**config.mk**
```make
export PLATFORM = sky130hd
export DESIGN_NAME = alu_arbiter_flat
export DESIGN_NICKNAME = d
export VERILOG_FILES = /design/src/rtl/alu_arbiter_if.sv /design/src/rtl/alu_arbiter.sv /design/src/flat_wrapper.sv
export SDC_FILE = /design/constraint.sdc
export NUM_CORES = 1
export LEC_CHECK = 0
export CAP_MARGIN = 15
export CORE_MARGIN = 2
export CORE_UTILIZATION = 37
export DETAILED_ROUTE_END_ITERATION = 10
export PLACE_DENSITY = 0.61
export RECOVER_POWER = 50
export SETUP_SLACK_MARGIN = 0.5
export SLEW_MARGIN = 20
export SYNTH_ARGS = -nofsm -noshare
export SYNTH_HDL_FRONTEND = slang
export SYNTH_SLANG_ARGS = --single-unit
export TNS_END_PERCENT = 50
```
**constraint.sdc**
```tcl
create_clock -name clk -period 5.4 [get_ports clk]
set_clock_uncertainty 0.15 [all_clocks]
set_input_delay 0.81 -clock clk [delete_from_list [all_inputs] [get_ports clk]]
set_output_delay 0.81 -clock clk [all_outputs]
set_load 0.005 [all_outputs]
```
**src/rtl/alu_arbiter_if.sv**
```systemverilog
// Handshake bundle between two ALU requesters, the shared-ALU arbiter and the
// result consumer. master = requesters/consumer side, slave = arbiter side.
interface alu_arbiter_if #(parameter int TAG_W = 4);
  logic             req0_valid, req1_valid;
  logic             req0_ready, req1_ready;
  logic [31:0]      req0_a, req0_b, req1_a, req1_b;
  logic [3:0]       req0_funct, req1_funct;
  logic [TAG_W-1:0] req0_tag, req1_tag;
  logic             rsp_valid, rsp_ready;
  logic [31:0]      rsp_o;
  logic             rsp_src;
  logic [TAG_W-1:0] rsp_tag;

  modport master (
    output req0_valid, req1_valid, req0_a, req0_b, req1_a, req1_b,
           req0_funct, req1_funct, req0_tag, req1_tag, rsp_ready,
    input  req0_ready, req1_ready, rsp_valid, rsp_o, rsp_src, rsp_tag
  );
  modport slave (
    input  req0_valid, req1_valid, req0_a, req0_b, req1_a, req1_b,
           req0_funct, req1_funct, req0_tag, req1_tag, rsp_ready,
    output req0_ready, req1_ready, rsp_valid, rsp_o, rsp_src, rsp_tag
  );
endinterface

```
**src/rtl/alu_arbiter.sv**
```systemverilog
// Two requesters share one ALU; round-robin on contention, single result
// register with full-throughput reload when the consumer drains it.
module team_alu (
  input  logic [31:0] a_i,
  input  logic [31:0] b_i,
  input  logic [3:0]  funct_i,
  output logic [31:0] y_o
);
  logic [4:0] sh;
  assign sh = b_i[4:0];

  always_comb begin
    y_o = '0;
    case (funct_i[2:0])
      3'd0: y_o = funct_i[3] ? (a_i - b_i) : (a_i + b_i);
      3'd1: y_o = a_i << sh;
      3'd2: y_o = {31'b0, $signed(a_i) < $signed(b_i)};
      3'd3: y_o = {31'b0, a_i < b_i};
      3'd4: y_o = a_i ^ b_i;
      3'd5: begin
        // kept as separate branches so the signed shift isn't widened to unsigned
        if (funct_i[3]) y_o = $signed(a_i) >>> sh;
        else            y_o = a_i >> sh;
      end
      3'd6: y_o = a_i | b_i;
      3'd7: y_o = a_i & b_i;
      default: y_o = '0;
    endcase
  end
endmodule

module alu_arbiter #(parameter int TAG_W = 4) (
  input  logic         clk,
  input  logic         rst_n,
  alu_arbiter_if.slave bus
);
  logic             rsp_valid_q, rsp_valid_d;
  logic [31:0]      rsp_o_q, rsp_o_d;
  logic             rsp_src_q, rsp_src_d;
  logic [TAG_W-1:0] rsp_tag_q, rsp_tag_d;
  logic             last_grant_q, last_grant_d;

  logic        grant0, grant1, can_accept, xfer;
  logic [31:0] alu_a, alu_b, alu_y;
  logic [3:0]  alu_funct;

  // last_grant_q == 1 means requester 1 went last, so requester 0 wins a tie
  assign grant0     = bus.req0_valid & (~bus.req1_valid | last_grant_q);
  assign grant1     = bus.req1_valid & (~bus.req0_valid | ~last_grant_q);
  assign can_accept = ~rsp_valid_q | bus.rsp_ready;

  assign bus.req0_ready = rst_n & grant0 & can_accept;
  assign bus.req1_ready = rst_n & grant1 & can_accept;
  assign xfer = (bus.req0_valid & bus.req0_ready) | (bus.req1_valid & bus.req1_ready);

  assign alu_a     = grant1 ? bus.req1_a     : bus.req0_a;
  assign alu_b     = grant1 ? bus.req1_b     : bus.req0_b;
  assign alu_funct = grant1 ? bus.req1_funct : bus.req0_funct;

  team_alu u_alu (.a_i(alu_a), .b_i(alu_b), .funct_i(alu_funct), .y_o(alu_y));

  always_comb begin
    rsp_valid_d  = rsp_valid_q;
    rsp_o_d      = rsp_o_q;
    rsp_src_d    = rsp_src_q;
    rsp_tag_d    = rsp_tag_q;
    last_grant_d = last_grant_q;
    if (xfer) begin
      rsp_valid_d  = 1'b1;
      rsp_o_d      = alu_y;
      rsp_src_d    = grant1;
      rsp_tag_d    = grant1 ? bus.req1_tag : bus.req0_tag;
      last_grant_d = grant1;
    end else if (bus.rsp_ready) begin
      rsp_valid_d  = 1'b0;
    end
  end

  always_ff @(posedge clk or negedge rst_n) begin
    if (!rst_n) begin
      rsp_valid_q  <= 1'b0;
      rsp_o_q      <= '0;
      rsp_src_q    <= 1'b0;
      rsp_tag_q    <= '0;
      last_grant_q <= 1'b1;
    end else begin
      rsp_valid_q  <= rsp_valid_d;
      rsp_o_q      <= rsp_o_d;
      rsp_src_q    <= rsp_src_d;
      rsp_tag_q    <= rsp_tag_d;
      last_grant_q <= last_grant_d;
    end
  end

  assign bus.rsp_valid = rsp_valid_q;
  assign bus.rsp_o     = rsp_o_q;
  assign bus.rsp_src   = rsp_src_q;
  assign bus.rsp_tag   = rsp_tag_q;
endmodule

```
**src/flat_wrapper.sv**
```systemverilog
// flat-port wrapper written by rule: the top's interface ports become plain ports
module alu_arbiter_flat 
#(parameter int TAG_W = 4)
  (clk, rst_n, bus_req0_valid, bus_req1_valid, bus_req0_a, bus_req0_b, bus_req1_a, bus_req1_b, bus_req0_funct, bus_req1_funct, bus_req0_tag, bus_req1_tag, bus_rsp_ready, bus_req0_ready, bus_req1_ready, bus_rsp_valid, bus_rsp_o, bus_rsp_src, bus_rsp_tag);
  alu_arbiter_if #(.TAG_W(TAG_W)) bus_i ();
  input  logic clk;
  input  logic rst_n;
  input wire logic [$bits(bus_i.req0_valid)-1:0] bus_req0_valid;
  input wire logic [$bits(bus_i.req1_valid)-1:0] bus_req1_valid;
  input wire logic [$bits(bus_i.req0_a)-1:0] bus_req0_a;
  input wire logic [$bits(bus_i.req0_b)-1:0] bus_req0_b;
  input wire logic [$bits(bus_i.req1_a)-1:0] bus_req1_a;
  input wire logic [$bits(bus_i.req1_b)-1:0] bus_req1_b;
  input wire logic [$bits(bus_i.req0_funct)-1:0] bus_req0_funct;
  input wire logic [$bits(bus_i.req1_funct)-1:0] bus_req1_funct;
  input wire logic [$bits(bus_i.req0_tag)-1:0] bus_req0_tag;
  input wire logic [$bits(bus_i.req1_tag)-1:0] bus_req1_tag;
  input wire logic [$bits(bus_i.rsp_ready)-1:0] bus_rsp_ready;
  output wire logic [$bits(bus_i.req0_ready)-1:0] bus_req0_ready;
  output wire logic [$bits(bus_i.req1_ready)-1:0] bus_req1_ready;
  output wire logic [$bits(bus_i.rsp_valid)-1:0] bus_rsp_valid;
  output wire logic [$bits(bus_i.rsp_o)-1:0] bus_rsp_o;
  output wire logic [$bits(bus_i.rsp_src)-1:0] bus_rsp_src;
  output wire logic [$bits(bus_i.rsp_tag)-1:0] bus_rsp_tag;
  assign bus_i.req0_valid = bus_req0_valid;
  assign bus_i.req1_valid = bus_req1_valid;
  assign bus_i.req0_a = bus_req0_a;
  assign bus_i.req0_b = bus_req0_b;
  assign bus_i.req1_a = bus_req1_a;
  assign bus_i.req1_b = bus_req1_b;
  assign bus_i.req0_funct = bus_req0_funct;
  assign bus_i.req1_funct = bus_req1_funct;
  assign bus_i.req0_tag = bus_req0_tag;
  assign bus_i.req1_tag = bus_req1_tag;
  assign bus_i.rsp_ready = bus_rsp_ready;
  assign bus_req0_ready = bus_i.req0_ready;
  assign bus_req1_ready = bus_i.req1_ready;
  assign bus_rsp_valid = bus_i.rsp_valid;
  assign bus_rsp_o = bus_i.rsp_o;
  assign bus_rsp_src = bus_i.rsp_src;
  assign bus_rsp_tag = bus_i.rsp_tag;
  alu_arbiter #(.TAG_W(TAG_W)) u_core (.clk(clk), .rst_n(rst_n), .bus(bus_i));
endmodule
```
==> reports/metrics.yaml, run 1 <==
status: "complete, no violations"
clockPowerShare: 0.103
port_buffers: 188
grt_pass1_vias: 14430
grt_pass1_wl_mm: 93.43
nets: 2234
antenna_found_initial: 3
core_um2: 33700
seq_power_share: 0.120
tightest_slew_ps: 827.0
cap_violations: 0
synth_top_area_cell: "mux2i_1"
reg2reg_slack_ps: 1100
postSynthAreaPerCell_um2: 6.873
seqCellArea_um2: 977.2
synthArstFlopShare: 1.000
synthAdderAreaFrac: 0.09377
p_leak_nw: 6.720
fill_cells: 3532
yosys_warnings: 0
crit_required_ps: 5500
synth_top_cell_area_share: 0.1631
vias_per_cell: 6.261
cp-end-kind: "flip-flop"
synth.area.top_cells: "mux2i_1, nand2_1, ha_1"
pre_cts_slack_ps: 135.0
cts_root_buffer: "clkbuf_16"
htree_levels: 2
crit_fanout: 14
first_iter_violations: 1852
synth_commonest_cells: "nand2_1, mux2i_1, nor2_1, a21oi_1, o21ai_0"
rows: 67
hold_path_class: "flip-flop to flip-flop"
fin_crit_ps: 4646
grt_usage: 0.3438
p_total_mw: 3.694
rsz0062_at_grt: "no"
cp-start-kind: "input pin"
cts.sinks: 39
dieArea_um2: 35830
synth-edff-count: 0
p_switching_mw: 1.993
place_congestion: 1.064
final_cells: 2440
synthesis.nets: 2091
dpl.cell_count: 2428
clk_pin_slew_worst_paths_ps: 70
ys_seq_area_frac: 0.07693
finalSetupTns_ps: 0
hold_viol_final: 0
clock_latency_ps: 310
io_pins: 189
setup_ws_ps: 753.9
wl_mm: 63.40
drc: 0
synth_simple_gate_area_frac: 0.2349
fmax_ghz: 0.2152
slew_headroom: 0.4329
multi_input_area_um2: 10800
cts_tree: "yes"
avgRoutedWirePerCell_um: 25.98
antenna_cells: 0
grt_overflow_total: 0
synth-compound-area-share: 0.2715
synth_flop_cell: "dfrtp_1"
clockBufferDepth: 2
yosysMostFrequentCell: "nand2_1"
power.density_nw_per_um2: 239.2
vdd_drop_max_mv: 0.1513
syn_area_um2: 12700
final_layout_size_suffix_gt1_frac: 0.1029
synth_xor_area_frac: 0.01793
post-dp-hpwl_mm: 50.78
first_pass_iters: 5
area_growth_pct: 21.60
cts_buffers: 5
ys_seq_elements: 39
setup_viol: 0
swShare: 0.5396
die_h_um: 189.3
fin_crit_sh: 0.8604
grt_max_degree: 60
synth_mux_area_frac: 0.2237
hold_buffers: 0
combPwrFrac: 0.777
antenna_left: 0
die_w_um: 189.3
worstPathArrival_ps: 4740
initial_utilization: 0.3769
report.final.slew_viol_count: 0
timing.hold.ws_ps: 327.8
synth_cell_types: 96
routed-via-count: 15280
synth_top_family_by_area: "compound AO/OA/AOI/OAI gates"
crit_type: "input pin to flip-flop"
syn_inst: 1848
p_int_mw: 1.701
## path summary, 6_finish.rpt
check | depth (start not counted) | from | endpoint
max | 15 | bus_req1_valid | u_core.bus.rsp_o[27]$_DFFE_PN0P_
max in group asynchronous | 2 | rst_n | u_core.bus.rsp_o[1]$_DFFE_PN0P_
min reg2reg | 1 | u_core.bus.rsp_src$_DFFE_PN0P_ | u_core.bus.rsp_src$_DFFE_PN0P_
max reg2reg | 14 | u_core.last_grant_q$_DFFE_PN1P_ | u_core.bus.rsp_o[23]$_DFFE_PN0P_
min | 1 | u_core.bus.rsp_src$_DFFE_PN0P_ | u_core.bus.rsp_src$_DFFE_PN0P_
min in group asynchronous | 2 | rst_n | u_core.bus.rsp_tag[1]$_DFFE_PN0P_
## routing by layer
layer  global-route usage  routed length (um)  vias to the layer above
met1               0.4734               27320                     7300
met5                    0                  28                        -
met3              0.05431                5880                      127
li1                     -                   -                     6986
met2               0.5224               26690                      860
met4               0.1631                3473                        4
## area by class of cell
class,instances,share of cell area
Inverter,91,0.02211
Multi-Input combinational cell,1583,0.6992
Tap cell,448,0.03629
Clock inverter,3,0.002835
Sequential cell,39,0.06326
Timing Repair Buffer,271,0.1682
Clock buffer,5,0.008100
## worst max-delay path, stage by stage
cell            delay, ps
dlymetal6s2s_1        300
a21boi_4              400
buf_4                 210
buf_4                 240
mux2i_1               290
ha_1                  240
a21oi_1                70
mux2_2                330
nor3_1                210
or3b_1                380
o21ai_2               250
a41o_1                300
a211oi_1              100
or4_1                 470
nand3b_1               90
## power by group through the flow
| stage | Combinational, mW | Clock (mW) | Sequential [mW] |
|---|---|---|---|
| floorplan | 1.70 | 0 | 0.424 |
| global placement | 2.77 | 0 | 0.445 |
| detailed placement | 2.78 | 0 | 0.446 |
| CTS | 2.79 | 0.378 | 0.441 |
| global route | 3.07 | 0.394 | 0.453 |
| finish | 2.87 | 0.379 | 0.445 |
## registers in the layout (all words and copies together) (netlist names)
| name | count |
|---|---|
| u_core.bus.rsp_o | 32 |
| u_core.bus.rsp_src | 1 |
| u_core.bus.rsp_valid | 1 |
| u_core.bus.rsp_tag | 4 |
| u_core.last_grant_q | 1 |
## kinds of logic (layout without fill, tap and decap cells)
group	count (synthesis)	after routing
AOI/OAI and AO/OA	514	515
xor gates and xnor gates	26	26
adders and majority gates	94	94
buffers and inverters	227	370
DFF	39	39
muxes	269	269
and+or+nand+nor	679	679
## repair_timing
action | CTS | global route
setup buffers | 1 | 2
gates cloned | 0 | 1
resized for setup | 0 | 14
pin swaps | 0 | 1
setup endpoints to repair | 2 | 19
hold endpoints to repair | 0 | 0
## cells in the final DEF (no fill, tap or decap), drive strengths merged, types with 18 or more instances in the layout
master / n
nand2: 347
a221oi: 18
nor2b: 19
nor2: 155
clkdlybuf4s50: 163
buf: 85
mux2: 51
o21ai: 113
inv: 91
nor3: 33
o211ai: 38
a211oi: 43
ha: 92
a31oi: 24
dlygate4sd3: 20
a21oi: 128
nand3: 40
dfrtp: 38
mux2i: 218
## through the flow
step                      utilization  area, um2
after floorplan                     -      12750
after global placement         0.4509      15190
after detailed placement       0.4509      15190
after CTS                      0.4561      15370
after global routing           0.4583      15450
final                          0.4583      15450
Note: power is estimated with default switching activity, not from simulation.
==> run 2, diff against run 1 <==
--- a/config.mk
+++ b/config.mk
@@ -5,7 +5,6 @@
 export SDC_FILE = /design/constraint.sdc
 export NUM_CORES = 1
 export LEC_CHECK = 0
-export CAP_MARGIN = 15
 export CORE_MARGIN = 2
 export CORE_UTILIZATION = 37
 export DETAILED_ROUTE_END_ITERATION = 10
==> results of run 2 <==
No change in the layout: final DEF, timing and power equal those of run 1.
